[config.mk]
export PLATFORM = sky130hd
export DESIGN_NAME = inst_fetch
export DESIGN_NICKNAME = d
export VERILOG_FILES = /design/src/rtl/inst_fetch.sv
export SDC_FILE = /design/constraint.sdc
export NUM_CORES = 1
export LEC_CHECK = 0
export CAP_MARGIN = 20
export CORE_UTILIZATION = 33
export DETAILED_ROUTE_END_ITERATION = 7
export GPL_TIMING_DRIVEN = 0
export SLEW_MARGIN = 20
export SYNTH_ARGS = -nofsm -noshare
export SYNTH_HDL_FRONTEND = slang
export SYNTH_SLANG_ARGS = --single-unit
[constraint.sdc]
create_clock -name clk_i -period 7.4 [get_ports clk_i]
set_input_delay 1.11 -clock clk_i [delete_from_list [all_inputs] [get_ports clk_i]]
set_output_delay 1.11 -clock clk_i [all_outputs]
set_load 0.05 [all_outputs]
[src/rtl/inst_fetch.sv]
// rtl/inst_fetch.sv - instruction fetch: one-outstanding imem request/grant/response into a decode FIFO
module inst_fetch #(
    parameter int FIFO_DEPTH = 2
) (
    input  logic        clk_i,
    input  logic        reset_i,
    input  logic [31:0] pc_i,
    output logic        pc_stall_o,
    input  logic        flush_i,
    output logic        imem_req_o,
    output logic [31:0] imem_addr_o,
    input  logic        imem_gnt_i,
    input  logic        imem_rvalid_i,
    input  logic [31:0] imem_rdata_i,
    output logic        inst_valid_o,
    output logic [31:0] inst_o,
    output logic [31:0] inst_pc_o,
    input  logic        inst_ready_i
);
    localparam int AW = (FIFO_DEPTH > 1) ? $clog2(FIFO_DEPTH) : 1;
    localparam int CW = AW + 1;
    localparam logic [CW-1:0] DEPTH_C = CW'(FIFO_DEPTH);

    typedef enum logic [1:0] {IDLE, REQ, WAIT, DROP} state_t;

    state_t        state_q;
    state_t        state_d;
    logic [31:0]   pend_pc_q;
    logic [31:0]   data_mem [FIFO_DEPTH];
    logic [31:0]   pc_mem   [FIFO_DEPTH];
    logic [AW-1:0] wr_ptr_q;
    logic [AW-1:0] rd_ptr_q;
    logic [CW-1:0] count_q;
    logic [CW-1:0] count_after;
    logic          push;
    logic          pop;

    // A flush overrides any same-cycle push or pop; the FIFO is simply cleared.
    assign push        = (state_q == WAIT) & imem_rvalid_i & ~flush_i;
    assign pop         = inst_valid_o & inst_ready_i & ~flush_i;
    assign count_after = count_q + CW'(push) - CW'(pop);

    always_ff @(posedge clk_i or posedge reset_i) begin
        if (reset_i) begin
            state_q <= IDLE;
        end else begin
            state_q <= state_d;
        end
    end

    always_comb begin
        state_d = state_q;
        if (flush_i) begin
            case (state_q)
                IDLE:    state_d = REQ;
                REQ:     state_d = imem_gnt_i ? DROP : REQ;
                WAIT:    state_d = imem_rvalid_i ? REQ : DROP;
                DROP:    state_d = imem_rvalid_i ? REQ : DROP;
                default: state_d = IDLE;
            endcase
        end else begin
            case (state_q)
                IDLE:    if (count_q < DEPTH_C) state_d = REQ;
                REQ:     if (imem_gnt_i) state_d = WAIT;
                WAIT:    if (imem_rvalid_i) state_d = (count_after < DEPTH_C) ? REQ : IDLE;
                DROP:    if (imem_rvalid_i) state_d = REQ;
                default: state_d = IDLE;
            endcase
        end
    end

    always_comb begin
        imem_req_o   = (state_q == REQ);
        imem_addr_o  = imem_req_o ? {pc_i[31:2], 2'b00} : 32'h0;
        pc_stall_o   = ~(imem_req_o & imem_gnt_i);
        inst_valid_o = (count_q != '0);
        inst_o       = inst_valid_o ? data_mem[rd_ptr_q] : 32'h0;
        inst_pc_o    = inst_valid_o ? pc_mem[rd_ptr_q] : 32'h0;
    end

    always_ff @(posedge clk_i or posedge reset_i) begin
        if (reset_i) begin
            pend_pc_q <= 32'h0;
            wr_ptr_q  <= '0;
            rd_ptr_q  <= '0;
            count_q   <= '0;
        end else begin
            if (imem_req_o && imem_gnt_i) begin
                pend_pc_q <= pc_i;
            end
            if (flush_i) begin
                wr_ptr_q <= '0;
                rd_ptr_q <= '0;
                count_q  <= '0;
            end else begin
                if (push) wr_ptr_q <= wr_ptr_q + 1'b1;
                if (pop)  rd_ptr_q <= rd_ptr_q + 1'b1;
                count_q <= count_after;
            end
        end
    end

    // Storage needs no reset: the read side is gated by the occupancy count.
    always_ff @(posedge clk_i) begin
        if (push) begin
            data_mem[wr_ptr_q] <= imem_rdata_i;
            pc_mem[wr_ptr_q]   <= pend_pc_q;
        end
    end

    fifo_no_overflow: assert property (@(posedge clk_i) disable iff (reset_i)
        !(push && (count_q == DEPTH_C)));

endmodule

==> reports/summary.txt <==
share of post-route cells with drive strength above 1 -> 0.144
Seq cells post-synth -> 166
hold slack -> 470 ps
Seq pwr share -> 0.467
Mean Syn Cell Area -> 16.4 sq um
DP HPWL -> 9600 um
nets -> 671
peak supply drop -> 0.000158 V
CTS tree -> built
final worst clock skew -> 6.97 ps
drt drc -> 0
Core Box Area -> 19,600 sq um
register area -> 4790 sq um
Hold Vio Cnt, Final -> 0
internal power -> 1810 uW
worst-margin pin slew -> 645 ps
Root Buffer -> clkbuf_16
Worst-path clk slew -> 60 ps
wire length per cell -> 15.7 um
sequential-to-total area share from yosys stat -> 0.720
crit share post-route -> 0.523
setup tns final -> 0 ps
CP arrival -> 2760 ps
FMAX -> 258 MHz
Total Routed Length -> 13,800 um
DR vias/cell -> 4.41
postcts setup bufs -> 0
Die Wd -> 144 um
area of the multi-input gates -> 1730 sq um
Vias -> 3,871
fill cell total of the finished layout -> 1,761
Pins Over Slew Limit -> 0
synthesis-to-finish area growth -> 41.3%
die area -> 20,700 sq um
cell row count -> 51
grt total ovfl -> 0
clock power share -> 0.358
Tot GR Track Use -> 0.140
CP Capture Type -> primary output
Initial DRC Count -> 128
clock latency on the worst-skew pair -> 420 ps
# hold bufs at CTS -> 0
worst hold-check path type -> reg2reg
CTS resizes -> 0
startpoint types -> input port
most common cell after layout, fill and taps aside -> clkdlybuf4s50_1
vias in the first global route -> 4,017
Die Ht -> 144 um
setup violators final -> 0
non-filler cells, final -> 877
Setup CP Type -> in2out
most frequent cells in the layout -> clkdlybuf4s50_1 (166), edfxtp_1 (128), nor2_1 (70)
largest net degree at the start of global routing -> 26
RSZ-0062 raised after global routing -> false
htree depth -> 4
first-pass GRT wire length -> 21,200 um
outcome -> complete, no violations
TritonCTS Buffers -> 17
switching share of power -> 0.263
CTS sink count -> 166
worst-path fanout max -> 10
Req. time, crit path -> 6290 ps
initial antenna violation count -> 0
maxcap violations -> 0
initial core utilization -> 0.340
Final GP Congestion -> 0.724
combinational fraction of design power -> 0.175
Cell variety after synth -> 26
IO Count -> 169
dpl cells -> 845
switching power -> 645 uW
Synth Instances -> 407
1st-pass router iterations -> 4
leakage power figure -> 0.00332 uW
I/O Buffers -> 166
ANT nets after route -> 0
Power Density -> 261 nW/um^2
Syn Std Cell Area -> 6660 sq um
min Tclk post-route -> 3870 ps
Clock Tree Buf Depth -> 2
Relative slew margins -> 0.569
Diodes inserted -> 0
YS warnings -> 0
flip-flops by register name, indices dropped and copies added, names as in the netlist:
register,cells
pend_pc_q,32
data_mem,64
state_q,2
wr_ptr_q,1
rd_ptr_q,1
pc_mem,64
count_q,2
worst max-delay path: stages:
cell and delay (ps):
clkdlybuf4s50_1 470, nand2_4 160, buf_6 190, clkdlybuf4s50_1 820
final timing paths:
path                          startpoint            end  slack (ps)  cells past startpoint
max in group asynchronous        reset_i   pend_pc_q[6]        5790                      3
hold / removal             pend_pc_q[20]  pc_mem[1][20]         470                      0
setup reg to reg              state_q[0]     state_q[0]        5140                      8
hold reg to reg            pend_pc_q[20]  pc_mem[1][20]         470                      0
min in group asynchronous        reset_i       rd_ptr_q        1100                      2
setup / recovery              imem_gnt_i     pc_stall_o        3530                      4
power by group through the flow:
stage          Clock, uW  Combinational, uW  Sequential [uW]
2_1_floorplan          0                290             1150
3_3_place_gp           0                425             1160
3_5_place_dp           0                434             1160
4_1_cts              898                436             1140
5_1_grt              937                455             1150
6_report             877                429             1150
cells by family after synthesis:
kind of cell,Yosys count,synth area share
flops,166,0.720
simple gates,107,0.0750
mux,97,0.168
buf+inv,27,0.0231
compound gates,4,0.00376
xor+xnor,3,0.00601
fa+ha+maj,2,0.00376
other cells,1,0.000563
metrics by stage:
| stage | utilization | power, uW | cell area (sq um) | worst slack, ps |
|---|---|---|---|---|
| floorplan | - | 1440 | 6660 | 2720 |
| global placement | 0.442 | 1580 | 8650 | 321 |
| detailed placement | 0.450 | 1600 | 8810 | 3520 |
| CTS | 0.480 | 2480 | 9410 | 3520 |
| global route | 0.480 | 2540 | 9410 | 3480 |
| finish | 0.480 | 2450 | 9410 | 3530 |
routing by layer:
metal	GRT usage	wire length [um]
met5	0	0
met4	0.0504	170
met1	0.157	5760
met3	0.0421	918
met2	0.249	6940
layout make-up:
type / instances / share of cell area
clock inverter: 14 / 0.0174
buffer: 22 / 0.0144
tap: 265 / 0.0353
clock buffer: 18 / 0.0456
inverter: 5 / 0.00200
timing repair buffer: 172 / 0.192
sequential: 166 / 0.510
multi-input combinational: 215 / 0.184
synth_stat cells:
| library cell | number | share of area |
|---|---|---|
| edfxtp_1 | 128 | 0.58 |
| nor2_1 | 72 | 0.041 |
| mux2i_1 | 65 | 0.098 |
| dfrtp_1 | 38 | 0.14 |
| and2_1 | 30 | 0.028 |
| mux2_4 | 28 | 0.063 |
| buf_4 | 7 | 0.0079 |
| buf_1 | 5 | 0.0028 |
| inv_1 | 5 | 0.0028 |
| clkbuf_1 | 4 | 0.0023 |
| mux2_2 | 4 | 0.0068 |
| buf_2 | 3 | 0.0023 |
| buf_6 | 3 | 0.0051 |
| ha_1 | 2 | 0.0038 |
| o21ai_0 | 2 | 0.0015 |
| a211oi_1 | 1 | 0.0011 |
| and2b_4 | 1 | 0.0015 |
| conb_1 | 1 | 0.00056 |
| nand2_4 | 1 | 0.0017 |
| nand3b_1 | 1 | 0.0011 |
| nor2b_1 | 1 | 0.00094 |
| o21bai_1 | 1 | 0.0011 |
| or2_2 | 1 | 0.00094 |
| xnor2_1 | 1 | 0.0013 |
| xnor3_1 | 1 | 0.0034 |
| xor2_1 | 1 | 0.0013 |
Power figures use the tool's default switching activity.
